===== src/rtl/cpu_sequencer.sv =====
// Multi-cycle execution controller for MiniRISC: FETCH/DECODE/(MEM)/EXECUTE with
// run/step/halt control and saturating counters. Define SEQ_BREAKPOINT_EN for the PC breakpoint.
module cpu_sequencer #(
  parameter int MEM_LAT = 1,
  parameter int CNT_W   = 16
) (
  input  logic             i_Clk,
  input  logic             i_Rst,
  input  logic             i_Run,
  input  logic             i_Step,
  input  logic             i_Halt,
  input  logic             i_RegWrite_En,
  input  logic             i_MemWrite_En,
  input  logic             i_UseMem,
`ifdef SEQ_BREAKPOINT_EN
  input  logic [4:0]       i_PC,
  input  logic [4:0]       i_Break_Addr,
  input  logic             i_Break_Valid,
  output logic             o_Break_Hit,
`endif
  output logic             o_Ir_Load,
  output logic             o_PC_En,
  output logic             o_Reg_We,
  output logic             o_Mem_We,
  output logic [2:0]       o_State,
  output logic             o_Halted,
  output logic [CNT_W-1:0] o_Cycle_Count,
  output logic [CNT_W-1:0] o_Inst_Count
);

  typedef enum logic [2:0] {
    S_IDLE    = 3'd0,
    S_FETCH   = 3'd1,
    S_DECODE  = 3'd2,
    S_MEM     = 3'd3,
    S_EXECUTE = 3'd4,
    S_HALTED  = 3'd5
  } state_e;

  localparam int WAIT_W = (MEM_LAT > 1) ? $clog2(MEM_LAT) : 1;
  localparam logic [WAIT_W-1:0] WAIT_INIT = (MEM_LAT > 0) ? WAIT_W'(MEM_LAT - 1) : '0;
  localparam bit HAS_MEM = (MEM_LAT > 0);

  function automatic logic [CNT_W-1:0] sat_inc(input logic [CNT_W-1:0] v);
    return (&v) ? v : v + 1'b1;
  endfunction

  state_e              state_q, state_d;
  logic                step_q, step_d;
  logic [WAIT_W-1:0]   wait_q, wait_d;
  logic [CNT_W-1:0]    cyc_q, inst_q;
  logic                inst_inc;
  logic                active;
  logic                ir_load, pc_en, reg_we, mem_we;
`ifdef SEQ_BREAKPOINT_EN
  logic                bypass_q, bypass_d;
  logic                break_hit;
`endif

  always_comb begin
    state_d  = state_q;
    step_d   = step_q;
    wait_d   = wait_q;
    ir_load  = 1'b0;
    pc_en    = 1'b0;
    reg_we   = 1'b0;
    mem_we   = 1'b0;
    inst_inc = 1'b0;
`ifdef SEQ_BREAKPOINT_EN
    bypass_d  = bypass_q;
    break_hit = 1'b0;
`endif
    case (state_q)
      S_IDLE: begin
        if (i_Run) begin
          step_d = 1'b0;
`ifdef SEQ_BREAKPOINT_EN
          // Pause once on the armed address; the bypass lets the retry through.
          if (i_Break_Valid && (i_PC == i_Break_Addr) && !bypass_q) begin
            break_hit = 1'b1;
            bypass_d  = 1'b1;
          end else begin
            state_d = S_FETCH;
          end
`else
          state_d = S_FETCH;
`endif
        end else if (i_Step) begin
          state_d = S_FETCH;
          step_d  = 1'b1;
        end
      end
      S_FETCH: begin
        ir_load = 1'b1;
        state_d = S_DECODE;
      end
      S_DECODE: begin
        if (HAS_MEM && i_UseMem && !i_MemWrite_En) begin
          state_d = S_MEM;
          wait_d  = WAIT_INIT;
        end else begin
          state_d = S_EXECUTE;
        end
      end
      S_MEM: begin
        if (wait_q == '0) state_d = S_EXECUTE;
        else              wait_d  = wait_q - 1'b1;
      end
      S_EXECUTE: begin
        inst_inc = 1'b1;
        step_d   = 1'b0;
`ifdef SEQ_BREAKPOINT_EN
        bypass_d = 1'b0;
`endif
        if (i_Halt) begin
          state_d = S_HALTED;
        end else begin
          pc_en  = 1'b1;
          reg_we = i_RegWrite_En;
          mem_we = i_MemWrite_En;
          state_d = (step_q || !i_Run) ? S_IDLE : S_FETCH;
        end
      end
      S_HALTED: state_d = S_HALTED;
      default:  state_d = S_IDLE;
    endcase
  end

  assign active = (state_q != S_IDLE) && (state_q != S_HALTED);

  always_ff @(posedge i_Clk) begin
    if (i_Rst) begin
      state_q <= S_IDLE;
      step_q  <= 1'b0;
      cyc_q   <= '0;
      inst_q  <= '0;
    end else begin
      state_q <= state_d;
      step_q  <= step_d;
      cyc_q   <= active   ? sat_inc(cyc_q)  : cyc_q;
      inst_q  <= inst_inc ? sat_inc(inst_q) : inst_q;
    end
  end

  // The wait counter is always loaded before it is read, so it needs no reset.
  always_ff @(posedge i_Clk) begin
    wait_q <= wait_d;
  end

`ifdef SEQ_BREAKPOINT_EN
  always_ff @(posedge i_Clk) begin
    if (i_Rst) bypass_q <= 1'b0;
    else       bypass_q <= bypass_d;
  end

  assign o_Break_Hit = break_hit & ~i_Rst;
`endif

  assign o_Ir_Load     = ir_load & ~i_Rst;
  assign o_PC_En       = pc_en   & ~i_Rst;
  assign o_Reg_We      = reg_we  & ~i_Rst;
  assign o_Mem_We      = mem_we  & ~i_Rst;
  assign o_State       = state_q;
  assign o_Halted      = (state_q == S_HALTED);
  assign o_Cycle_Count = cyc_q;
  assign o_Inst_Count  = inst_q;

endmodule


===== config.mk =====
export PLATFORM = sky130hd
export DESIGN_NAME = cpu_sequencer
export DESIGN_NICKNAME = d
export VERILOG_FILES = /design/src/rtl/cpu_sequencer.sv
export SDC_FILE = /design/constraint.sdc
export NUM_CORES = 1
export LEC_CHECK = 0
export BUFFER_PORTS_ARGS = -buffer_cell sky130_fd_sc_hd__buf_2
export CORE_AREA = 2 2 75 77
export DETAILED_ROUTE_END_ITERATION = 8
export DIE_AREA = 0 0 77 79
export SETUP_SLACK_MARGIN = 0.5
export SLEW_MARGIN = 10
export SYNTH_ARGS = -nofsm -noshare
export SYNTH_HDL_FRONTEND = slang
export SYNTH_SLANG_ARGS = --single-unit

===== constraint.sdc =====
create_clock -name i_Clk -period 3.41 [get_ports i_Clk]
set_clock_uncertainty 0.05 [all_clocks]
set_input_delay 0.8525 -clock i_Clk [delete_from_list [all_inputs] [get_ports i_Clk]]
set_output_delay 0.8525 -clock i_Clk [all_outputs]
set_load 0.02 [all_outputs]

## Word-level counts from Yosys, hierarchy flattened

Cells that the tools add are included.

| word-level totals | value |
|---|---|
| register bits after elaboration | 37 |
| output and inout port bits | 40 |
| word-level logic and storage cells | 61 |

| cells by class | value |
|---|---|
| $add $sub $neg | 3 |
| equality and inequality tests | 9 |
| muxes and demuxes | 21 |
| bitwise operators | 7 |
| reductions and logical operators | 16 |

Operator list:

| operator | count |
|---|---|
| 16-bit by 1-bit adder with 16-bit output (second input constant) | 2 |
| 16-bit AND reduction | 2 |
| 3-bit case mux with 6 select lines | 1 |
| 3-bit 2-to-1 mux | 5 |
| 1-bit 2-to-1 mux | 13 |
| 2-bit AND reduction | 5 |
| 3-bit by 2-bit == test with 1-bit output (second input constant) | 2 |
| 3-bit == test (second input constant) | 2 |
| 3-bit inequality test (second input constant) | 2 |
| 1-bit bitwise AND | 4 |
| 2-bit inequality test (second input constant) | 2 |
| 1-bit case mux with 2 select lines | 2 |
| 2-bit nonzero test | 2 |
| 3-bit by 1-bit == test with 1-bit output (second input constant) | 1 |
| 3-bit logical NOT | 1 |
| 1-bit inverter | 3 |
| 3-bit nonzero test | 1 |
| 1-bit logical AND | 2 |
| 1-bit logical NOT | 2 |
| 1-bit logical OR | 1 |
| 1-bit subtractor (second input constant) | 1 |

## Depth between registers and ports, before layout

| logic depth | value |
|---|---|
| depth in word-level cells | 5 |
| mapped depth | 6 |
| depth with buffers taken out | 5 |

## Worst setup path after synthesis

OpenSTA, ideal clock, no wires.

| timing | value |
|---|---|
| path type | in2out |
| from | input port i_Rst |
| to | output port o_Mem_We |
| arrival | 2.206 ns |
| path slack | 0.302 ns |
| stages on the path | 3 |
| cells stage by stage | clkbuf_1 > nor4b_1 > and2_1 |

| on the way | value |
|---|---|
| word-level cells in the longest chain between the ends | 2 |

RTL lines:

| element | line | source |
|---|---|---|
| from (decl) | 8 | `input logic i_Rst,` |
| 1-bit inverter | 162 | `assign o_Mem_We = mem_we & ~i_Rst;` |
| 1-bit bitwise AND | 162 |  |
| to (decl) | 24 | `output logic o_Mem_We,` |

Every way passes these cells.

## Worst setup path in the final report

| timing | value |
|---|---|
| from | register state_q[2] (netlist: o_State[2]) |
| to | output port o_Mem_We |

| on the way | value |
|---|---|
| word-level cells in the longest chain between the ends | 3 |

RTL lines:

| element | line | source |
|---|---|---|
| from (decl) | 48 | `state_e state_q, state_d;` |
| from (signal assigned) | 138 | `state_q <= state_d;` |
| 3-bit == test | 73 | `case (state_q)` |
| 1-bit 2-to-1 mux | 73 |  |
| 1-bit bitwise AND | 162 |  |

Every way passes these cells.

==> qor.yml <==
run_status:
  outcome: "complete, no violations"
placed_design:
  dp_cells: 348
  placed_area_um2: 2337
  hpwl_um: 3133
  gp_congestion: 0.7518
  port_buffers: 47
setup_path:
  crit_required_ps: 2510
  endpoint: "o_Mem_We"
  r2r_cells: 4
  startpoint: "o_State[2]"
  rrSetupSlack_ps: 1450
  crit_type: "reg -> out"
  r2r_start: "o_State[0]"
  cp_max_fo: 10
  start_kind: "flip-flop"
  r2r_end: "o_Cycle_Count[14]"
  cp.arrival_ps: 1670
  end_kind: "primary output"
global_route:
  antenna_found_initial: 0
  grt_pass1_vias: 1662
  grt.total_usage_pct: 15.48
  grt_max_degree: 33
  overflow: 0
  grt_pass1_wl_um: 7631
synth:
  synth-async-reset-ratio_pct: 0
  synth_common_cells: "36 x dfxtp_1, 21 x a21oi_1, 17 x nor2_1"
  yosys_warnings: 0
  ys_ff_latch: 36
  synth_edf_count: 0
  avgSynthCellArea_um2: 8.616
  ys_top_cells_by_area: "dfxtp_1 35%, a21oi_1 5.1%, mux2_1 3.8%"
  post-synth-top-count-cell: "dfxtp_1"
  netlist_area_um2: 2051
  synth-main-ff-cell: "dfxtp_1"
  synth_fp_nets: 248
  synth-seq-area-share_pct: 35.14
  yosys.cell_types.count: 47
  synthDominantCellAreaShare_pct: 35.14
  netlist_instances: 238
  yosysTopAreaCell: "dfxtp_1"
detailed_routing:
  wl_per_cell_um: 12.66
  vias_per_cell: 5.394
  drc: 0
  final_antenna_net_count: 0
  vias: 1904
  dr.pass1.iters: 4
  drt_iter0_markers: 111
  routed_wl_um: 4469
finish:
  fin_nets: 293
  drive_gt1_share_pct: 25.62
  multi_input_area_um2: 1239
  diodes: 0
  seq_area_um2: 720.7
  area_delta_synth_final_pct: 17.33
  final_area_um2: 2406
  fillers: 575
  stdcell_count: 353
cts:
  cts_tree: "built"
  clockBufferDepth: 2
  clkSinkCount: 36
  clk_latency_ps: 280
  cts_buffers: 5
  cts_hold_buf: 0
  cts_resized: 0
  cts_max_level: 2
  postCtsSetupBuffers: 0
  clock-root-buffer: "clkbuf_8"
  clk_pin_slew_ps: 60
power_and_ir_drop:
  p_leak_nw: 0.9354
  ir_drop_uv: 187.4
  power_uw: 834.0
  power_density_nw_per_um2: 346.6
timing:
  fmax_mhz: 388.2
  finalSetupTns_ps: 0
  slew_headroom_pct: 62.44
  hold_viol: 0
  setup_viol: 0
  rsz0062_at_grt: "false"
  min_period_ps: 2576
  min_period_over_period_pct: 75.54
  slew_violations: 0
  worst_pin_slew_ps: 558.7
floorplanning:
  die_x_um: 77
  core-area_um2: 5338
  die-area_um2: 6083
  die_h_um: 79
  ioPinCount: 48
  rows: 27
  start_util_pct: 38.42
worst_hold_path:
  hold_class: "reg -> reg"
flow_run:
  max_cap_violations: 0
## power breakdown
group / switching (mW) / internal [mW] / total [mW]
registers: 0.0294 / 0.433 / 0.463
logic: 0.0592 / 0.0409 / 0.100
clock network: 0.139 / 0.132 / 0.271
total: 0.228 / 0.606 / 0.834
## worst min-delay path by stage
stage,depth (start not counted),slack [ps],start,end
after floorplan,2,430,step_q,step_q
after global placement,2,440,o_Inst_Count[1],o_Inst_Count[1]
after detailed placement,2,440,o_Inst_Count[7],o_Inst_Count[7]
after CTS,2,450,o_Inst_Count[7],o_Inst_Count[7]
after global routing,2,500,o_Inst_Count[1],o_Inst_Count[1]
final,2,440,o_Inst_Count[7],o_Inst_Count[7]
## layer usage
| layer | global-route usage, % | part of all wire (%) | vias up |
|---|---|---|---|
| li1 | - | - | 979 |
| met4 | 7.679 | 1.7 | 0 |
| met3 | 3.977 | 5.2 | 4 |
| met5 | 0 | 0 | - |
| met1 | 21.00 | 50 | 870 |
| met2 | 22.81 | 43 | 51 |
## sequential cells by signal, summed over array words and instances, names as in the netlist
signal / count
o_Inst_Count: 16
step_q: 1
o_State: 3
o_Cycle_Count: 16
## final cells by class
cell class | instances | share of cell area (%)
Clock buffer | 5 | 2.860
Timing Repair Buffer | 50 | 10.71
Multi-Input combinational cell | 182 | 51.48
Inverter | 8 | 1.248
Sequential cell | 36 | 29.95
Tap cell | 72 | 3.744
## cells in the final DEF (no fill, tap or decap), types with 2 or more instances in the layout
cell,n
a2111oi_0,2
a21oi_1,21
and2_1,5
and3_1,3
and4_1,3
buf_2,47
buf_4,3
clkbuf_8,5
dfxtp_1,36
ha_1,2
inv_1,8
mux2_1,7
mux2_2,2
mux2i_1,3
nand2_1,11
nand2b_1,4
nand3_1,8
nand4_1,9
nand4_2,3
nor2_1,17
nor2b_1,10
nor3_1,7
nor4_1,5
nor4_2,2
nor4b_2,2
o21ai_0,11
o31ai_1,9
or3_1,10
or4_1,9
## worst max-delay path: stages, from the launching register on
cell and delay [ps]:
dfxtp_1 530, inv_1 140, nor2_1 140, nor4b_2 260, and2_1 160, buf_2 150
## logic make-up (layout without fill, tap and decap cells)
| family | Yosys count | count (layout) | share of synthesized area, % |
|---|---|---|---|
| DFF | 36 | 36 | 35.14 |
| AOI/OAI and AO/OA | 51 | 51 | 15.92 |
| muxes | 12 | 12 | 6.407 |
| xor gates and xnor gates | 2 | 2 | 1.221 |
| buffers and inverters | 20 | 63 | 4.759 |
| adders and majority gates | 2 | 2 | 1.220 |
| and+or+nand+nor | 115 | 115 | 35.33 |
## stage by stage
stage	util (%)	hold WS, ps	worst slack (ps)
6_report	45.08	443.8	834.0
2_1_floorplan	-	431.6	513.6
4_1_cts	45.08	449.7	803.1
3_3_place_gp	43.79	439.6	848.3
3_5_place_dp	43.79	440.1	831.4
5_1_grt	45.08	499.5	649.2
(Power assumes the default switching activity.)
